<file path="src/rtl/fifo_arbiter.sv">
// rtl/fifo_arbiter.sv - round-robin byte push arbiter feeding a TX FIFO, plus pop sequencer driving a UART TX
//
// Ports:
//   clk, rst                       clock, synchronous active-high reset
//   req, req_data                  per-requester push request and byte (requester i on [DW*i +: DW])
//   gnt, fifo_push, fifo_push_data combinational one-hot grant, push strobe and granted byte
//   fifo_full, fifo_empty          FIFO status flags
//   fifo_pop_data                  FIFO head byte
//   fifo_pop                       registered one-cycle pop strobe
//   tx_busy, tx_done               UART TX busy level and completion pulse
//   tx_start, tx_data              registered one-cycle start pulse and byte held for the UART
//   sent_cnt                       wrapping count of bytes handed to the UART
module fifo_arbiter #(
    parameter int N_REQ = 4,
    parameter int DW    = 8
) (
    input  logic                  clk,
    input  logic                  rst,
    input  logic [N_REQ-1:0]      req,
    input  logic [N_REQ*DW-1:0]   req_data,
    output logic [N_REQ-1:0]      gnt,
    output logic                  fifo_push,
    output logic [DW-1:0]         fifo_push_data,
    input  logic                  fifo_full,
    input  logic                  fifo_empty,
    input  logic [DW-1:0]         fifo_pop_data,
    output logic                  fifo_pop,
    input  logic                  tx_busy,
    input  logic                  tx_done,
    output logic                  tx_start,
    output logic [DW-1:0]         tx_data,
    output logic [15:0]           sent_cnt
);

    localparam int PW = (N_REQ > 1) ? $clog2(N_REQ) : 1;

    typedef enum logic [1:0] {
        S_IDLE  = 2'd0,
        S_START = 2'd1,
        S_WAIT  = 2'd2
    } state_t;

    state_t          r_state;
    logic [PW-1:0]   r_rr_ptr;
    logic            r_fifo_pop;
    logic            r_tx_start;
    logic [DW-1:0]   r_tx_data;
    logic [15:0]     r_sent_cnt;

    logic [N_REQ-1:0] w_gnt;
    logic [PW-1:0]    w_gnt_idx;
    logic             w_gnt_vld;
    logic [PW-1:0]    w_idx;

    // Scan requesters starting at the round-robin pointer. The pointer-plus-offset
    // index wraps naturally in PW bits because N_REQ is a power of two.
    always_comb begin
        w_gnt     = '0;
        w_gnt_idx = '0;
        w_gnt_vld = 1'b0;
        w_idx     = '0;
        for (int i = 0; i < N_REQ; i++) begin
            w_idx = r_rr_ptr + PW'(i);
            if (!w_gnt_vld && req[w_idx]) begin
                w_gnt_vld = 1'b1;
                w_gnt_idx = w_idx;
            end
        end
        // No grant while the FIFO cannot accept a byte or while reset is held.
        if (rst || fifo_full) begin
            w_gnt_vld = 1'b0;
        end
        if (w_gnt_vld) begin
            w_gnt[w_gnt_idx] = 1'b1;
        end
    end

    assign gnt            = w_gnt;
    assign fifo_push      = w_gnt_vld;
    assign fifo_push_data = w_gnt_vld ? req_data[w_gnt_idx*DW +: DW] : '0;

    // The requester just served drops to lowest priority.
    always_ff @(posedge clk) begin
        if (rst) begin
            r_rr_ptr <= '0;
        end else if (w_gnt_vld) begin
            r_rr_ptr <= w_gnt_idx + PW'(1);
        end
    end

    // Pop sequencer: one byte in flight at a time; the next pop waits for tx_done.
    always_ff @(posedge clk) begin
        if (rst) begin
            r_state    <= S_IDLE;
            r_fifo_pop <= 1'b0;
            r_tx_start <= 1'b0;
            r_tx_data  <= '0;
            r_sent_cnt <= '0;
        end else begin
            r_fifo_pop <= 1'b0;
            r_tx_start <= 1'b0;
            case (r_state)
                S_IDLE: begin
                    if (!fifo_empty && !tx_busy) begin
                        r_state    <= S_START;
                        r_tx_data  <= fifo_pop_data;
                        r_fifo_pop <= 1'b1;
                        r_tx_start <= 1'b1;
                        r_sent_cnt <= r_sent_cnt + 16'd1;
                    end
                end
                S_START: begin
                    // tx_done here belongs to no byte of ours and is ignored.
                    r_state <= S_WAIT;
                end
                S_WAIT: begin
                    if (tx_done) begin
                        r_state <= S_IDLE;
                    end
                end
                default: begin
                    r_state <= S_IDLE;
                end
            endcase
        end
    end

    assign fifo_pop = r_fifo_pop;
    assign tx_start = r_tx_start;
    assign tx_data  = r_tx_data;
    assign sent_cnt = r_sent_cnt;

endmodule

</file>
<file path="config.mk">
export PLATFORM = sky130hd
export DESIGN_NAME = fifo_arbiter
export DESIGN_NICKNAME = d
export VERILOG_FILES = /design/src/rtl/fifo_arbiter.sv
export SDC_FILE = /design/constraint.sdc
export NUM_CORES = 1
export LEC_CHECK = 0
export BUFFER_PORTS_ARGS = -buffer_cell sky130_fd_sc_hd__buf_2
export CAP_MARGIN = 5
export CORE_MARGIN = 2
export CORE_UTILIZATION = 44
export CTS_BUF_LIST = sky130_fd_sc_hd__clkbuf_16
export DETAILED_ROUTE_END_ITERATION = 12
export MAX_ROUTING_LAYER = met4
export PLACE_DENSITY = 0.79
export SKIP_CTS_REPAIR_TIMING = 1
export SYNTH_ARGS = -nofsm -noshare
export SYNTH_HDL_FRONTEND = slang
export SYNTH_SLANG_ARGS = --single-unit
export TNS_END_PERCENT = 1
</file>
<file path="constraint.sdc">
create_clock -name clk -period 2.18 [get_ports clk]
set_clock_uncertainty 0.1 [all_clocks]
set_input_delay 0.436 -clock clk [delete_from_list [all_inputs] [get_ports clk]]
set_output_delay 0.436 -clock clk [all_outputs]
set_load 0.03 [all_outputs]
</file>
==> results.cfg, run 1 <==
[yosys]
syn_avg_cell_area_sq_um = 8.434
synth.largest_area_cell = dfxtp_1
yosys_most_used_dff = dfxtp_1
yosys_warnings = 0
syn_nets = 248
async_flop_share = 0
yosysSeqAreaShare = 0.3566
synth_cell_types = 38
syn_inst = 193
synth_top_area_share = 0.3566
synth-edff-count = 0
yosys-top-cells-area = dfxtp_1 (36%), mux2i_1 (11%), nand2_1 (6.0%), a21oi_1 (4.9%), nor2_1 (4.4%)
synth_common_cells = dfxtp_1 (29), nand2_1 (26), nor2_1 (19), mux2i_1 (18), a21oi_1 (16)
post-synth-top-count-cell = dfxtp_1
synth_area_sq_um = 1628
ys_ff_latch = 29

[clock_tree]
cts.clk_slew.worst_paths_ps = 50
clock_tree.root_cell = clkbuf_16
cts_buffer_depth = 2
cts_tree = done
cts-buffers-inserted = 5
clk_latency_ps = 270
cts_sinks = 29
htree_levels = 2

[power_and_ir_drop]
static-leakage-power_uw = 0.001148
ir_worst_vdd_v = 0.0006208
p_per_area_nw_per_um2 = 681.5
power_uw = 1697

[setup_path]
crit_type = flop to output pin
worstPathRequired_ps = 1640
r2r_end = sent_cnt[6]$_SDFFE_PP0P_
startpoint = r_rr_ptr[1]$_SDFFE_PP0P_
critPathLaunchType = flop
worstPathMaxFanout = 8
endpoint = fifo_push_data[6]
cp.arrival_ps = 1800
cp-end-kind = output pin
reg2regPathDepth = 4
r2r_setup_slack_ps = 460
r2r_start = r_state[0]$_SDFFE_PP0P_

[drt]
routed_wirelength_um = 4083
via_per_inst = 5.070
drc_errors = 0
wl_per_cell_um = 11.94
drt_iter0_markers = 50
ant_nets = 0
drtPass1Iterations = 4
num_vias = 1734

[status]
violations = negative setup slack
outcome = complete, but fails checks

[floorplan]
io_pins = 89
die_x_um = 64.83
start_util = 0.4514
coreArea_sq_um = 3606
die-area_sq_um = 4202
die_height_um = 64.83
num_rows = 22

[place]
portBuffers = 88
detailedPlace.worstSlack_ps = -169.4
dpl-instance-area_sq_um = 2182
place_hpwl_um = 3057
gp_congestion = 0.7527

[timing]
fmax_mhz = 428.9
tns_ps = -1328
tightest_slew_ps = 439.5
period_minus_slack_ps = 2331
setup_viol = 12
drv_slew = 0
relSlewSlack = 0.7043
timing.final.crit_share = 1.069
setup_ws_ps = -151.3
hold_viol = 0
rsz0062_at_grt = true

[cells_and_area]
final_util = 0.6905
drive_gt1_frac = 0.4558
n_antenna_cell = 0
area_delta_synth_final_pct = 52.96
seq_area_sq_um = 585.6
fin_nets = 348
multiInputGateArea_sq_um = 1031
fillerInstances = 305
finalInstanceArea_sq_um = 2490

[job]
max_cap_viol_count = 0

[global_route]
track_usage = 0.1990
antenna_found_initial = 0
gr-total-overflow = 0
grt_pass1_vias = 1547
grt_pass1_wl_um = 6417
grt_max_degree = 30

[hold_path]
hold_path_class = input pin to flop
## critical path: stages, from the launching register on
cell and delay, ps:
dfxtp_4 370, mux2i_2 240, nor2_2 80, nor3_4 240, nand2_2 190, o22ai_1 190
buf_2 230
## flip-flops by register name (all words and copies together), names as in the netlist
name      count
tx_data       8
sent_cnt     16
r_rr_ptr      2
tx_start      1
r_state       2
## kinds of logic after synthesis
logic type / share of synthesized area
xor+xnor: 0.06995
buf+inv: 0.05687
fa+ha+maj: 0.03843
compound gates: 0.1314
flops: 0.3567
simple gates: 0.2360
mux: 0.1107
## metal layers
metal	track usage	routed length, um	vias up
li1	-	-	873
met1	0.2097	1723	785
met2	0.3351	1889	71
met3	0.06076	399	5
met4	0.1037	70	0
met5	-	0	-
## power by group
part,internal [uW],switching (uW),total [uW]
Clock,528,215,743
Combinational,186,204,389
Sequential,549,15.5,564
## worst min-delay path by stage
stage | startpoint | endpoint | slack [ps] | cells past startpoint
3_5_place_dp | tx_data[1]$_SDFFE_PP0P_ | tx_data[1]$_SDFFE_PP0P_ | 350 | 2
5_1_grt | fifo_pop_data[5] | tx_data[5]$_SDFFE_PP0P_ | 310 | 3
3_3_place_gp | tx_data[3]$_SDFFE_PP0P_ | tx_data[3]$_SDFFE_PP0P_ | 340 | 2
2_1_floorplan | r_rr_ptr[0]$_SDFFE_PP0P_ | r_rr_ptr[0]$_SDFFE_PP0P_ | 420 | 2
4_1_cts | fifo_pop_data[0] | tx_data[0]$_SDFFE_PP0P_ | 300 | 3
6_report | fifo_pop_data[6] | tx_data[6]$_SDFFE_PP0P_ | 300 | 3
## stage by stage
step / hold WS (ps) / instances
2_1_floorplan: 417.1 / 193
3_3_place_gp: 342.7 / 333
3_5_place_dp: 347.2 / 333
4_1_cts: 301.1 / 341
5_1_grt: 309.1 / 342
6_report: 302.4 / 342
## cell type report
cell class	instances	area share
clock buffers	5	0.05025
clock inverters	3	0.01508
inverters	9	0.01357
multi-input cells	146	0.4141
flip-flops and latches	29	0.2352
well taps	48	0.02412
repair buffers	102	0.2477
## cells in the final DEF, fill, tap and decap left out, types with 2 or more instances in the layout
cell type,instances
or3_1,2
a21oi_1,15
mux2i_1,15
nor2_2,2
nand2_1,24
buf_2,78
xor2_1,5
buf_4,14
xnor2_1,8
clkbuf_16,5
o21ai_0,2
ha_1,5
nand4_1,3
nand3_1,4
and2_1,2
mux2i_2,3
nor2_1,17
and2_4,3
inv_1,9
o22ai_2,6
nand2_2,2
nand2b_1,2
o22ai_1,2
buf_6,9
nor3_1,7
dfxtp_1,27
(Power assumes the default switching activity.)
==> run 2, diff against run 1 <==
Settings changed: BUFFER_PORTS_ARGS -buffer_cell sky130_fd_sc_hd__buf_2 to not set, CORE_UTILIZATION 44 to 55, DONT_BUFFER_PORTS set to 1, PLACE_DENSITY 0.79 to 0.7.
==> run 2 against run 1 <==
Net effect: the flow still finishes with violations (negative setup slack); critical path depth increased by 1; combinational power shrank 32%; sequential power is 3% higher; die area decreased by 19%; via count decreased by 16%; hold slack got worse by 170 ps; count of clock-buffer cells in the layout did not move; critical path type unchanged.
==> results.cfg, run 2 (synthesis gave the netlist of run 1 again) <==
[setup_path]
startpoint = r_rr_ptr[1]$_SDFFE_PP0P_
worstPathRequired_ps = 1640
reg2regPathDepth = 5
cp-end-kind = output pin
r2r_end = sent_cnt[15]$_SDFFE_PP0P_
r2r_start = sent_cnt[5]$_SDFFE_PP0P_
cp.arrival_ps = 1760
crit_type = flop to output pin
critPathLaunchType = flop
r2r_setup_slack_ps = 360
worstPathMaxFanout = 8

[floorplan]
num_rows = 19
coreArea_sq_um = 2781
die-area_sq_um = 3411
die_height_um = 58.40
start_util = 0.5852
io_pins = 89
die_x_um = 58.40

[cells_and_area]
layout_commonest_cell = dfxtp_1
layout_common_cells = dfxtp_1 (27), nand2_1 (24), buf_4 (22)
fin_nets = 271
drive_gt1_frac = 0.2269
area_delta_synth_final_pct = 22.44
largest_register_ff_count = 16
n_antenna_cell = 0
final_cells = 247

[clock_tree]
cts_buffer_depth = 2
htree_levels = 2
cts_tree = done
cts_sinks = 29
clk_latency_ps = 270
cts-buffers-inserted = 5
cts.clk_slew.worst_paths_ps = 50
clock_tree.root_cell = clkbuf_16

[drt]
via_per_inst = 5.915
ant_nets = 0
wl_per_cell_um = 15.65
num_vias = 1461
drt_iter0_markers = 21
routed_wirelength_um = 3866
drtPass1Iterations = 4
drc_errors = 0

[place]
portBuffers = 0
place_inst = 238
place_hpwl_um = 2852
gp_congestion = 0.8152

[timing]
drv_slew = 0
period_minus_slack_ps = 2293
tightest_slew_ps = 566.5
rsz0062_at_grt = true
hold_viol = 0
fmax_mhz = 436.0
setup_viol = 8
setup_ws_ps = -113.5
timing.final.crit_share = 1.052
relSlewSlack = 0.6218

[global_route]
grt_max_degree = 31
gr-total-overflow = 0
grt_pass1_wl_um = 5685
track_usage = 0.2247
grt_pass1_vias = 1392
antenna_found_initial = 0

[power_and_ir_drop]
power_uw = 1456
ir_worst_vdd_v = 0.0007239
p_per_area_nw_per_um2 = 730.3
static-leakage-power_uw = 0.0007824

[hold_path]
min_from = rst
hold_path_class = input pin to flop
worstHoldEndpoint = r_rr_ptr[1]$_SDFFE_PP0P_
worstHoldPathCells = 1

[job]
max_cap_viol_count = 0

[status]
outcome = complete, but fails checks
violations = negative setup slack
[run 2: cell types whose count changed in the layout (fill, tap and decap cells not counted), sizes merged]
cell,previous run,this run
buf,102,23
clkbuf,5,7
bufinv,1,0
[run 2: report_power, final]
group	switching, uW	internal, uW
Sequential	33.5	549
Combinational	144	122
Clock	202	405
Total	380	1080
[run 2: how the worst max path moves through the flow]
stage,to,slack (ps),cells past startpoint
final,fifo_push_data[3],-110,7
after global routing,fifo_push_data[5],-170,7
after CTS,fifo_push_data[4],-270,6
after detailed placement,fifo_push_data[4],1,6
after global placement,fifo_push_data[4],30,6
after floorplan,fifo_push_data[0],-100,5
[run 2: area by class of cell]
class                           instances  area (sq um)
Tap cell                               31         38.79
Clock buffer                            5         125.1
Timing Repair Buffer                   25         215.2
Fill cell                             220         788.3
Clock inverter                          2         7.507
Sequential cell                        29         585.6
Multi-Input combinational cell        146         987.2
Inverter                                9         33.78
[run 2: per-stage QoR]
step,instance area [sq um],hold WS [ps],utilization,worst slack (ps),setup TNS (ps)
global placement,1795,399.9,0.6455,33.48,0
floorplan,1630,417.1,-,-102.2,-807.0
finish,1993,128.0,0.7166,-113.5,-802.1
CTS,1928,130.2,0.6932,-267.0,-2585
global route,1993,127.1,0.7166,-168.9,-1355
detailed placement,1795,411.2,0.6455,1.107,0
[run 2: worst max-delay path, stage by stage, from the launching register on]
cell and delay [ps]:
dfxtp_4 360, a21oi_2 160, o21ai_2 70, o2bb2a_4 260, buf_12 150, mux2i_1 220, o22ai_1 100, buf_4 170
[run 2: routing by layer]
layer	global-route usage	part of all wire	up-vias
li1	-	-	714
met1	0.1915	0.35	677
met2	0.4414	0.55	63
met3	0.07253	0.085	7
met4	0.08638	0.016	0
met5	-	0	-
==> run 3, diff against run 2 <==
Settings changed: SKIP_LAST_GASP set to 1.
==> run 3 against run 2 <==
Net effect: sequential share of layout area grew 0.11 points; via count is essentially flat; sequential power about the same; critical path type unchanged; the run still ends with negative setup slack left; wire length about the same; critical endpoint unchanged.
==> results.cfg, run 3 (synthesis gave the netlist of run 1 again) <==
[timing]
drv_slew = 0
hold-worst-slack_ps = 128.0
setup_ws_ps = -115.0
period_minus_slack_ps = 2295
tightest_slew_ps = 566.5
fmax_mhz = 435.7
setup_viol = 10
tns_ps = -837.5
timing.final.crit_share = 1.053
relSlewSlack = 0.6218
hold_viol = 0
rsz0062_at_grt = true

[job]
max_cap_viol_count = 0

[cells_and_area]
fin_nets = 271
area_delta_synth_final_pct = 21.98
layout_common_cells = dfxtp_1 (27), nand2_1 (24), buf_4 (22)
seq_area_sq_um = 585.6
fillerInstances = 222
largest_register_ff_count = 16
n_antenna_cell = 0
multiInputGateArea_sq_um = 979.7
drive_gt1_frac = 0.2037
layout_commonest_cell = dfxtp_1

[drt]
wl_per_cell_um = 15.64
routed_wirelength_um = 3864
ant_nets = 0
num_vias = 1460
drt_iter0_markers = 22
drc_errors = 0
drtPass1Iterations = 4
via_per_inst = 5.911

[global_route]
grt_pass1_vias = 1392
antenna_found_initial = 0
grt_max_degree = 31
grt_pass1_wl_um = 5685
track_usage = 0.2247
gr-total-overflow = 0

[floorplan]
num_rows = 19
die_height_um = 58.40
coreArea_sq_um = 2781
die_x_um = 58.40
io_pins = 89
start_util = 0.5852
die-area_sq_um = 3411

[place]
gp_congestion = 0.8152
portBuffers = 0
place_hpwl_um = 2852
detailedPlace.worstSlack_ps = 1.107

[setup_path]
worstPathRequired_ps = 1640
critPathLaunchType = flop
r2r_setup_slack_ps = 360
cp.arrival_ps = 1760
crit_type = flop to output pin
reg2regPathDepth = 5
cp-end-kind = output pin
worstPathMaxFanout = 8

[status]
violations = negative setup slack
outcome = complete, but fails checks

[clock_tree]
cts_tree = done
cts_sinks = 29
cts-buffers-inserted = 5
cts_buffer_depth = 2
clock_tree.root_cell = clkbuf_16
htree_levels = 2
clk_latency_ps = 270
cts.clk_slew.worst_paths_ps = 50

[hold_path]
worstHoldPathCells = 1
hold_path_class = input pin to flop

[power_and_ir_drop]
power_uw = 1452
p_per_area_nw_per_um2 = 731.1
static-leakage-power_uw = 0.0007779
ir_worst_vdd_v = 0.0007234
## run 3: cell counts in the layout (fill, tap and decap cells not counted)
Identical to the previous run, type by type.
## run 3: metrics by stage
stage                     area (sq um)    util  std cells
after floorplan                   1630       -        193
after global placement            1795  0.6455        238
after detailed placement          1795  0.6455        238
after CTS                         1928  0.6932        245
after global routing              1986  0.7139        247
final                             1986  0.7139        247
## run 3: area by class of cell
cell class | count | area share
repair buffers | 25 | 0.1084
inverters | 9 | 0.01701
clock inverters | 2 | 0.003781
well taps | 31 | 0.01953
multi-input cells | 146 | 0.4934
flip-flops and latches | 29 | 0.2949
clock buffers | 5 | 0.06301
## run 3: final timing paths
path,start,to
max,r_rr_ptr[1]$_SDFFE_PP0P_,fifo_push_data[3]
min,rst,r_rr_ptr[1]$_SDFFE_PP0P_
max reg2reg,sent_cnt[5]$_SDFFE_PP0P_,sent_cnt[15]$_SDFFE_PP0P_
min reg2reg,sent_cnt[1]$_SDFFE_PP0P_,sent_cnt[1]$_SDFFE_PP0P_
## run 3: metal layers
| metal | vias up | track usage | routed length (um) | share of wire |
|---|---|---|---|---|
| li1 | 714 | - | - | - |
| met1 | 677 | 0.1915 | 1349 | 0.35 |
| met2 | 62 | 0.4414 | 2128 | 0.55 |
| met3 | 7 | 0.07253 | 323 | 0.084 |
| met4 | 0 | 0.08638 | 63 | 0.016 |
| met5 | - | - | 0 | 0 |
## run 3: power by group
| group | switching (uW) | leakage, uW | total, uW | internal (uW) |
|---|---|---|---|---|
| combinational | 143 | 0.000473 | 262 | 119 |
| sequential | 33.5 | 0.000236 | 583 | 549 |
| clock | 202 | 0.0000685 | 607 | 405 |
## run 3: critical path: stages, from the launching register on
cell and delay (ps):
dfxtp_4 360, a21oi_2 160, o21ai_2 70, o2bb2a_4 260
buf_12 150, mux2i_1 220, o22ai_1 100, buf_4 170
